--- src/rtl/pc_fetch_unit.sv ---
// ---------------------------------------------------------------------------
// pc_fetch_unit
//
// Program-counter register and instruction-fetch sequencer for the RV32 core.
// Holds the architectural PC, issues one fetch at a time over a valid/ready
// request/response bus, and presents the fetched word to decode through a
// valid/ready handshake. When decode consumes an instruction, the PC is
// loaded from next_pc, which comes from the next-PC select mux. That mux sits
// directly upstream of this block and is fed back with pc and pc_plus_4.
//
// Sequence per instruction: S_REQ -> S_WAIT -> S_HOLD -> S_REQ.
// With a zero-wait memory this takes at least three cycles.
// A bus error or a misaligned next_pc parks the unit in S_FAULT until reset.
//
// Parameters
//   RESET_PC        PC loaded on reset. It must be word aligned.
//
// Ports
//   clk             in   1   core clock, rising edge
//   rst_n           in   1   asynchronous active-low reset
//   next_pc         in   32  PC of the instruction after the one being consumed
//   pc              out  32  current architectural PC
//   pc_plus_4       out  32  pc + 4, modulo 2^32
//   imem_req_valid  out  1   fetch request valid
//   imem_req_ready  in   1   memory accepts request
//   imem_req_addr   out  32  fetch address (always equal to pc)
//   imem_rsp_valid  in   1   response data valid
//   imem_rsp_data   in   32  fetched instruction word
//   imem_rsp_err    in   1   bus error on this response
//   instr_valid     out  1   instr holds a valid fetched word
//   instr           out  32  instruction to decode
//   instr_ready     in   1   decode consumes instr this cycle
//   fetch_fault     out  1   sticky: misaligned next_pc or bus error
//   fault_pc        out  32  PC of the faulting fetch, or the misaligned target
//   fetch_count     out  32  instructions consumed, wraps at 2^32
// ---------------------------------------------------------------------------
module pc_fetch_unit #(
    parameter logic [31:0] RESET_PC = 32'h0000_0000
) (
    input  logic        clk,
    input  logic        rst_n,
    input  logic [31:0] next_pc,
    output logic [31:0] pc,
    output logic [31:0] pc_plus_4,
    output logic        imem_req_valid,
    input  logic        imem_req_ready,
    output logic [31:0] imem_req_addr,
    input  logic        imem_rsp_valid,
    input  logic [31:0] imem_rsp_data,
    input  logic        imem_rsp_err,
    output logic        instr_valid,
    output logic [31:0] instr,
    input  logic        instr_ready,
    output logic        fetch_fault,
    output logic [31:0] fault_pc,
    output logic [31:0] fetch_count
);

    // A misaligned reset vector would fetch from a bad address on the very
    // first request, so it is rejected at elaboration.
    if (RESET_PC[1:0] != 2'b00) begin : g_reset_pc_check
        $error("pc_fetch_unit: RESET_PC must be word aligned");
    end

    typedef enum logic [1:0] {
        S_REQ   = 2'd0,
        S_WAIT  = 2'd1,
        S_HOLD  = 2'd2,
        S_FAULT = 2'd3
    } state_t;

    state_t      state_q, state_d;

    // Architectural and datapath state
    logic [31:0] pc_q, pc_d;
    logic [31:0] instr_q, instr_d;
    logic [31:0] fault_pc_q, fault_pc_d;
    logic [31:0] fetch_count_q, fetch_count_d;

    // Registered handshake / status outputs.
    // These are computed from the next state. Each one therefore changes on
    // the same edge as the state, and no combinational path runs from an
    // input to these outputs.
    logic        req_valid_q, req_valid_d;
    logic        instr_valid_q, instr_valid_d;
    logic        fetch_fault_q, fetch_fault_d;

    // Handshake events for the current cycle
    logic        req_accept;
    logic        rsp_ok;
    logic        rsp_bad;
    logic        consume;
    logic        next_pc_aligned;

    // A request counts as accepted only while we are actually driving valid.
    // This covers the first cycle after reset: the state is already S_REQ,
    // but imem_req_valid is still low.
    assign req_accept      = (state_q == S_REQ) && req_valid_q && imem_req_ready;
    assign rsp_ok          = (state_q == S_WAIT) && imem_rsp_valid && !imem_rsp_err;
    assign rsp_bad         = (state_q == S_WAIT) && imem_rsp_valid && imem_rsp_err;
    assign consume         = (state_q == S_HOLD) && instr_ready;
    assign next_pc_aligned = (next_pc[1:0] == 2'b00);

    // -----------------------------------------------------------------------
    // State register
    // -----------------------------------------------------------------------
    always_ff @(posedge clk or negedge rst_n) begin
        if (!rst_n) begin
            state_q <= S_REQ;
        end else begin
            state_q <= state_d;
        end
    end

    // -----------------------------------------------------------------------
    // Next-state logic
    // -----------------------------------------------------------------------
    always_comb begin
        state_d = state_q;
        unique case (state_q)
            S_REQ: begin
                if (req_accept) begin
                    state_d = S_WAIT;
                end
            end
            S_WAIT: begin
                if (rsp_bad) begin
                    state_d = S_FAULT;
                end else if (rsp_ok) begin
                    state_d = S_HOLD;
                end
            end
            S_HOLD: begin
                if (consume) begin
                    state_d = next_pc_aligned ? S_REQ : S_FAULT;
                end
            end
            S_FAULT: begin
                // Terminal until reset.
                state_d = S_FAULT;
            end
            default: begin
                state_d = S_FAULT;
            end
        endcase
    end

    // -----------------------------------------------------------------------
    // Output logic
    // The outputs are decoded from the upcoming state and then registered.
    // -----------------------------------------------------------------------
    always_comb begin
        req_valid_d   = (state_d == S_REQ);
        instr_valid_d = (state_d == S_HOLD);
        fetch_fault_d = (state_d == S_FAULT);
    end

    always_ff @(posedge clk or negedge rst_n) begin
        if (!rst_n) begin
            req_valid_q   <= 1'b0;
            instr_valid_q <= 1'b0;
            fetch_fault_q <= 1'b0;
        end else begin
            req_valid_q   <= req_valid_d;
            instr_valid_q <= instr_valid_d;
            fetch_fault_q <= fetch_fault_d;
        end
    end

    // -----------------------------------------------------------------------
    // Datapath next values
    // -----------------------------------------------------------------------
    always_comb begin
        pc_d          = pc_q;
        instr_d       = instr_q;
        fault_pc_d    = fault_pc_q;
        fetch_count_d = fetch_count_q;

        // The instruction register is written only by a good response.
        // It then stays unchanged for the whole S_HOLD stall.
        if (rsp_ok) begin
            instr_d = imem_rsp_data;
        end

        // A bus error records the address of the failed fetch.
        if (rsp_bad) begin
            fault_pc_d = pc_q;
        end

        // This is the only cycle in which pc moves and next_pc is looked at.
        // A misaligned target is still taken as the architectural PC, so the
        // instruction that was consumed is counted, and the target is also
        // recorded as the fault address.
        if (consume) begin
            pc_d          = next_pc;
            fetch_count_d = fetch_count_q + 32'd1;
            if (!next_pc_aligned) begin
                fault_pc_d = next_pc;
            end
        end
    end

    always_ff @(posedge clk or negedge rst_n) begin
        if (!rst_n) begin
            pc_q          <= RESET_PC;
            instr_q       <= 32'h0000_0000;
            fault_pc_q    <= 32'h0000_0000;
            fetch_count_q <= 32'h0000_0000;
        end else begin
            pc_q          <= pc_d;
            instr_q       <= instr_d;
            fault_pc_q    <= fault_pc_d;
            fetch_count_q <= fetch_count_d;
        end
    end

    // -----------------------------------------------------------------------
    // Outputs
    // -----------------------------------------------------------------------
    assign pc             = pc_q;
    assign pc_plus_4      = pc_q + 32'd4;
    assign imem_req_valid = req_valid_q;
    assign imem_req_addr  = pc_q;
    assign instr_valid    = instr_valid_q;
    assign instr          = instr_q;
    assign fetch_fault    = fetch_fault_q;
    assign fault_pc       = fault_pc_q;
    assign fetch_count    = fetch_count_q;

endmodule

--- config.mk ---
export PLATFORM = sky130hd
export DESIGN_NAME = pc_fetch_unit
export DESIGN_NICKNAME = d
export VERILOG_FILES = /design/src/rtl/pc_fetch_unit.sv
export SDC_FILE = /design/constraint.sdc
export NUM_CORES = 1
export LEC_CHECK = 0
export CAP_MARGIN = 10
export CELL_PAD_IN_SITES_DETAIL_PLACEMENT = 1
export CELL_PAD_IN_SITES_GLOBAL_PLACEMENT = 1
export CORE_MARGIN = 5
export CORE_UTILIZATION = 32
export CTS_BUF_LIST = sky130_fd_sc_hd__clkbuf_4 sky130_fd_sc_hd__clkbuf_8 sky130_fd_sc_hd__clkbuf_16
export DETAILED_ROUTE_END_ITERATION = 12
export PLACE_DENSITY_LB_ADDON = 0.12
export SLEW_MARGIN = 20
export SYNTH_ARGS = -nofsm -noshare
export SYNTH_HDL_FRONTEND = slang
export SYNTH_SLANG_ARGS = --single-unit
--- constraint.sdc ---
create_clock -name clk -period 2.2 [get_ports clk]
set_input_delay 0.33 -clock clk [delete_from_list [all_inputs] [get_ports clk]]
set_output_delay 0.33 -clock clk [all_outputs]
set_load 0.01 [all_outputs]
==> results.md, run 1 <==
Outcome:
- The flow ran to the end, but the final reports show violations.
- The final reports fail on setup timing.

Global routing:
- For met2 alone, demand over resource in global routing was 34.0%.
- The number of antenna violations at the first check in global routing came to 2.
- The number of global-route vias before repair was 6246.
- The fraction of met3 tracks used by global routing is 6.22%.
- Entering global routing, the biggest net connects 61 pins.
- The first global-routing pass estimated 35000 microns of wire.
- The total global routing overflow is 0.
- The met1 track utilization from global routing is 23.6%.
- The global router's overall resource usage is 19.8%.
- The peak-usage layer in the global routing report is met2.

Worst setup path:
- Along the worst path, the maximum fanout reaches 5.
- The nature of the critical path endpoint is an output pin.
- STA classifies the critical path startpoint as a flip-flop.
- The category of the most critical setup path is flip-flop to output pin.
- The biggest cell delay along the critical path is 0.42 ns.
- The signal on the critical path passes through ha_4 > nand4_1 > nor4_4 > buf_6 > buf_6 > nand4_1 > xnor2_1 > buf_2.
- The data arrival time of the worst path is 2.10 ns.
- The largest individual stage delay along the critical path comes from the cell dfrtp_1.
- The data required time at the worst endpoint is 1.87 ns.

Timing:
- Setup repair after global routing could not meet its margin everywhere.
- The minimum clock period after layout is 2.43 ns.
- At the pin with the least slew margin, the transition time is 0.415 ns.
- The final worst-path cycle share is 110%.
- The remaining max-slew budget at the tightest pin is 72.3%.
- The max-slew violation count came to 0.
- Based on the critical path, the design can be clocked at up to 412 MHz.
- The count of endpoints failing setup in the final report is 19.
- Across all setup checks in the final design, the least slack found is -0.228 ns.
- The post-route clock skew is 0.0102 ns.
- The final hold slack is 0.386 ns.
- The number of failing hold endpoints at the final stage came to 0.

Floorplanning:
- Once the floorplan was initialized, standard cells occupied 32.6% of the core.
- The number of ports placed on the die boundary is 265.
- The die is 151 microns tall.
- After floorplanning, the core was divided into 51 placement rows.
- Measured along the x axis, the die boundary spans 151 microns.
- The full die area is 22900 sq um.
- After floorplanning, the core was sized to cover 19600 sq um.

Synth:
- The warning count from the yosys run is 0.
- The top cell type by total area after synthesis is dfrtp_1.
- The synthesized instance count is 615.
- The number of nets handed over by synthesis was 687.
- The most used flip-flop cell after synthesis is dfrtp_1.
- The number of distinct library cells after synthesis is 37.
- Of the synthesized area, sequential elements account for 52.1%.
- The area fraction of the dominant cell type after synthesis is 52.1%.
- The average cell area after synthesis is 10.4 sq um.
- The number of storage elements in the synthesis netlist is 133.
- Yosys mapped a number of flops with a built-in enable equal to 0.
- The async set or reset register ratio after synthesis is 100%.
- By area the synthesized netlist is led by dfrtp_1, nand2_1, mux2_2.
- The cell area after technology mapping is 6390 sq um.

Route:
- The via count of the routed design is 5656.
- The wire length reported by the detailed router is 22700 microns.
- In the routed design, unresolved DRC markers number 0.
- In this run the remaining antenna-violating nets after routing total 0.
- In the final routed layout, each cell accounts on average for 19.1 microns.
- For this block, the initial DRC count from the detailed router was 142.
- The vias per cell is 4.77.
- The first TritonRoute pass finished after 4 iterations.

CTS:
- Buffers inserted during clock tree synthesis total 17.
- Counting every sink on the clock net gives 133.
- The cell sitting at the root of the clock tree is a clkbuf_16.
- The H-tree generated during clock tree synthesis spans 4 levels.
- Clock-pin slew was measured on the worst setup and hold paths at 0.07 ns.
- Clock latency on the worst-skew pair, taken at its later pin, is 0.42 ns.
- The maximum buffer depth of the clock tree is 2.
- TritonCTS built the clock tree.

Cells and area:
- Registers take 3330 sq um.
- Summing all non-filler instances in the final layout gives an area of 10400 sq um.
- The final layout contains 978 nets.
- Once layout is complete, the utilization of the core stands at 52.9%.
- In the final layout, the multi-input gates occupy 2890 sq um.
- The post-route netlist has 22.5% of its cells at a drive strength greater than 1.
- The fill cell total of the finished layout is 2111.
- From synthesis to final layout, the design area changed by 62.1%.

Min path:
- The worst hold path belongs to the class input port to async pin.

Pwr:
- The peak ir drop on the vdd network is 0.620 mV.
- The power density over the cells is 1260 nW/um^2.
- The static leakage is 4.78 nW.

Placed design:
- The number of port buffers is 264.
- The cell area after placement is 9440 sq um.
- Timing analysis after detailed placement gives a worst setup slack of -0.114 ns.
- The final weighted congestion of routability-driven global placement is 0.811.
- The HPWL after detailed placement is 16200 microns.

Flow run:
- The count of maximum capacitance violations is 0.
==> state kept, by name, indices dropped and copies added, names as in the netlist <==
| register | count |
|---|---|
| fault_pc | 32 |
| fetch_count | 32 |
| imem_req_addr | 32 |
| instr | 32 |
| state_q | 2 |
| fetch_fault | 1 |
| imem_req_valid | 1 |
| instr_valid | 1 |
==> worst max-delay path: cells and delay by family (launching register included) <==
kind | cells | cell delay, ns
XOR/XNOR | 1 | 0.18
buffers and inverters | 3 | 0.43
adder cells (fa/ha/maj) | 1 | 0.17
AND/OR/NAND/NOR | 3 | 0.48
flip-flops | 1 | 0.42
==> stage by stage <==
step | total power, mW | std cells | setup TNS [ns]
after floorplan | 6.49 | 615 | 0
after global placement | 10.1 | 1130 | -0.142
after detailed placement | 10.3 | 1130 | -0.565
after CTS | 13.1 | 1176 | -1.53
after global routing | 13.9 | 1185 | -4.60
final | 13.1 | 1185 | -2.03
==> per-layer routing <==
metal	wire [microns]	vias up
met2	11700	173
met1	8990	2823
li1	-	2632
met5	12	-
met4	483	2
met3	1500	26
==> layout make-up <==
type	instances	share of cell area [%]
Sequential cell	133	32.1
Timing Repair Buffer	335	30.9
Multi-Input combinational cell	411	27.9
Clock buffer	18	4.24
Tap cell	265	3.20
Clock inverter	14	1.38
Inverter	8	0.290
Antenna cell	1	0.0241
==> path summary, 6_finish.rpt <==
path                                              start  slack, ns                       endpoint  cells past startpoint
max in group asynchronous                         rst_n       1.17          instr[17]$_DFFE_PN0P_                      3
min                                               rst_n       0.39    fetch_count[26]$_DFFE_PN0N_                      2
min reg2reg                 fetch_count[31]$_DFFE_PN0N_       0.47    fetch_count[31]$_DFFE_PN0N_                      1
max                        imem_req_addr[3]$_DFFE_PN0N_      -0.23                  pc_plus_4[28]                      8
max reg2reg                  fetch_count[6]$_DFFE_PN0N_       0.21    fetch_count[26]$_DFFE_PN0N_                      4
min in group clk                            next_pc[30]       0.47  imem_req_addr[30]$_DFFE_PN0N_                      3
==> repair_timing <==
action                                 CTS  global route
endpoints found under the hold margin   39             0
setup endpoints to repair               26            26
cloned                                   0             0
pin swaps                               17            29
gates resized for setup                115            46
buffers inserted                        14            10
hold buffers                             1             0
==> synth_stat cells, types with 3 or more instances <==
library cell and count:
nand2_1 146, dfrtp_1 133, buf_4 34, mux2_2 34, xnor2_1 33, o21ai_0 32, mux2i_1 28, xor2_1 26
nand3_1 22, clkbuf_1 21, nand4_1 15, nor2_1 13, nor3_1 10, and3_1 8, inv_1 8, and4_1 7
buf_2 7, nor4_2 7, nor4_1 5, a21oi_1 3
==> cell families (layout without fill, tap and decap cells) <==
family                   Yosys count  in the layout  share of synthesized area (%)
XOR/XNOR                          59             59                           8.08
AO/OA/AOI/OAI                     38             38                           3.07
other                              0              1                              0
multiplexers                      62             62                           10.4
flip-flops                       133            133                           52.1
AND/OR/NAND/NOR                  250            250                           19.6
buffers and inverters             71            375                           6.42
adder cells (fa/ha/maj)            2              2                          0.391
==> layout by cell type (no fill, tap or decap), types with 3 or more instances in the layout <==
cell,instances
clkinv_4,5
xnor2_1,30
and3_1,8
buf_4,48
nand3_4,4
nor4_2,6
nand4_1,15
nor4_4,5
xnor2_2,3
a21oi_1,3
nor2_4,4
inv_6,4
buf_12,7
inv_1,8
clkbuf_16,17
clkdlybuf4s50_1,234
buf_6,15
o21ai_0,32
buf_2,23
mux2_2,34
nor4_1,3
dfrtp_1,133
and4_1,5
xor2_1,26
nand3_1,12
nand3_2,7
clkinvlp_4,3
mux2i_1,28
nand2_1,145
nor2_1,7
nor3_1,7
==> where the power goes <==
group,total (mW),switching [mW],internal [mW]
combinational,6.30,2.85,3.44
sequential,3.96,0.641,3.32
clock,2.80,1.19,1.61
(Power assumes the default switching activity.)
==> inputs of run 2 (changes only) <==
- CORE_ASPECT_RATIO: default -> 0.8
- CORE_UTILIZATION: 32 -> 35
- DONT_BUFFER_PORTS: default -> 1
- MAX_ROUTING_LAYER: default -> met4
==> results.md, run 2 (synthesis gave the netlist of run 1 again) <==
Timing:
- The final worst-path cycle share is 107%.
- The highest clock frequency the design can meet is 426 MHz.
- The routed design could run at a clock period as short as 2.35 ns.
- The max-slew violation count came to 0.
- Across the routed clock network, the largest skew measured is 0.00789 ns.
- The count of endpoints failing setup in the final report is 15.
- For the pin with the worst max-slew slack, the measured transition is 0.462 ns.
- Across all hold checks on the routed design, the worst slack comes to -0.397 ns.
- After layout, the worst setup slack is -0.147 ns.
- Setup repair after global routing could not meet its margin everywhere.
- Measured against its own limit, the worst slew margin works out to 69.2%.
- The number of failing hold endpoints at the final stage is 133.

CTS:
- The number of buffers added by the clock tree synthesis step is 17.
- The number of hold buffers added after CTS was 5.
- The post-CTS clock slew at the launch and capture registers of the worst setup and hold paths is 0.06 ns.
- Clock tree synthesis selected as its root buffer the cell clkbuf_16.
- The maximum buffer depth of the clock tree is 2.
- For the worst-skew pair, the clock arrives at the later sink with an insertion delay of 0.42 ns.
- The H-tree was split into 4 levels.
- The tree built by TritonCTS fans out to 133 sinks.
- TritonCTS built the clock tree.

Route:
- After detailed routing, the number of vias per cell comes to 5.16.
- After detailed routing, the average wire length per cell comes to 20.9 microns.
- The final layout contains routed wiring with a total length of 18400 microns.
- The routed wire length on met2 is 8800 microns.
- The pre-antenna-repair detailed-routing pass consisted of 4 iterations.
- Detailed routing placed a total of 1300 microns of wire on met3.
- Summing over every cut layer, the via total after detailed routing is 4536.
- The number of nets with antenna violations after routing is 0.
- The count of routing violations after the opening detailed-route iteration is 182.
- In the final routing, the length of wire on met1 measures 7980 microns.
- The top layer reached by signal wires is met4.
- In the routed design, unresolved DRC markers number 0.

Placed design:
- The cell area after placement is 6710 sq um.
- The cell count after placement is 833.
- The congestion estimate from routability-driven global placement came to 0.764.
- The number of port buffers is 0.
- Detailed placement ended at an HPWL of 13200 microns.

Flow run:
- Max-cap violations in this run came to 0.

Floorplanning:
- The die covers 21100 sq um.
- The die boundary width is 161 microns.
- The region available for standard cell placement spans 18100 sq um.
- The number of ports placed on the die boundary is 265.
- The floorplan has 44 rows.
- Once the floorplan was initialized, standard cells occupied 35.4% of the core.
- The die height is 131 microns.

Pwr:
- The analysis attributes to cell leakage a power of 3.68 nW.
- Summing internal, switching and leakage power gives 10.3 mW.
- Across the VDD grid, the largest voltage drop is 0.519 mV.
- In this run the power density over the cells is 1350 nW/um^2.

Worst setup path:
- The largest fanout on the critical path is 6.
- The endpoint of the most critical register-to-register path is fetch_count[26]$_DFFE_PN0N_.
- The worst setup path endpoint is pc_plus_4[20].
- The nature of the critical path endpoint is an output pin.
- The critical path in this run is classified as flip-flop to output pin.
- The slack of the worst reg-to-reg path is 0.25 ns.
- STA classifies the critical path startpoint as a flip-flop.
- The data arrival time of the worst path is 2.02 ns.
- The launching instance or port of the critical path is imem_req_addr[6]$_DFFE_PN0N_.
- The startpoint of the worst register-to-register path is fetch_count[8]$_DFFE_PN0N_.
- The cell depth of the worst flop-to-flop path is 4.
- The data required time at the worst endpoint is 1.87 ns.

Cells and area:
- After routing the design area is 7600 sq um.
- The share of the core filled with cells in the final layout is 42.1%.
- Leaving out fill and tap cells, the most frequent cell in the layout is nand2_1.
- For this run, the post-layout net count is 708.
- The final antenna diode count is 0.
- From synthesis to final layout, the design area changed by 19.0%.
- The share of final-layout standard cells stronger than drive strength 1 is 26.0%.
- The count of placed standard cells in the final layout, fillers left out is 879.
- In the layout the commonest cells are nand2_1, dfrtp_1, buf_4.

Global routing:
- The total global routing overflow is 0.
- The number of global-route vias before repair is 4929.
- The number of antenna violations at the first check in global routing is 0.
- In the global route stage, overall resource usage came out at 17.8%.
- The largest net degree at the start of global routing is 134.
- The wire length of the first global-routing pass is 28400 microns.

Outcome:
- The flow ran to the end, but the final reports show violations.
- The checks that failed: hold timing, setup timing.

Min path:
- The path category of the worst min-delay check is input port to async pin.
run 2: power breakdown:
part / switching [mW] / internal, mW / leakage [nW]
clock: 1.19 / 1.61 / 0.289
sequential: 1.08 / 3.33 / 1.67
combinational: 1.79 / 1.28 / 1.72
run 2: area by class of cell:
cell class,count,area [sq um]
clock buffers,18,433
clock inverters,14,144
fillers,1989,10500
inverters,8,30.0
multi-input cells,411,2860
flip-flops and latches,133,3330
well taps,230,288
repair buffers,65,524
run 2: how the worst min path moves through the flow:
stage	start	end	slack [ns]	cells past startpoint
after floorplan	rst_n	fault_pc[0]$_DFF_PN0_	0.03	0
after global placement	rst_n	fetch_count[29]$_DFFE_PN0N_	0.04	0
after detailed placement	rst_n	fetch_count[31]$_DFFE_PN0N_	0.04	0
after CTS	rst_n	fetch_count[29]$_DFFE_PN0N_	-0.42	0
after global routing	rst_n	fetch_count[29]$_DFFE_PN0N_	-0.43	0
final	rst_n	fetch_count[29]$_DFFE_PN0N_	-0.40	0
run 2: through the flow:
stage               TNS (ns)  setup slack [ns]
global route           -3.90            -0.288
floorplan                  0            0.0977
CTS                    -1.76            -0.198
finish                 -1.61            -0.147
global placement           0             0.198
detailed placement         0             0.185
run 2: repair_timing:
action,in CTS,in global routing
setup endpoints to repair,20,22
pin swaps,5,5
hold endpoints to repair,138,133
gates resized for setup,19,14
setup buffers,5,4
run 2: worst max-delay path, cell delays in order (launching register included):
cell and delay, ns:
dfrtp_1 0.39, nand4_4 0.19, nor4_4 0.37, buf_6 0.17
buf_4 0.11, buf_6 0.09, nand3_4 0.09, xnor2_4 0.19
run 2: routing by layer:
layer,vias to the layer above,track usage (%)
met5,-,-
li1,2079,-
met1,2292,21.9
met3,21,6.08
met4,0,5.67
met2,144,28.0
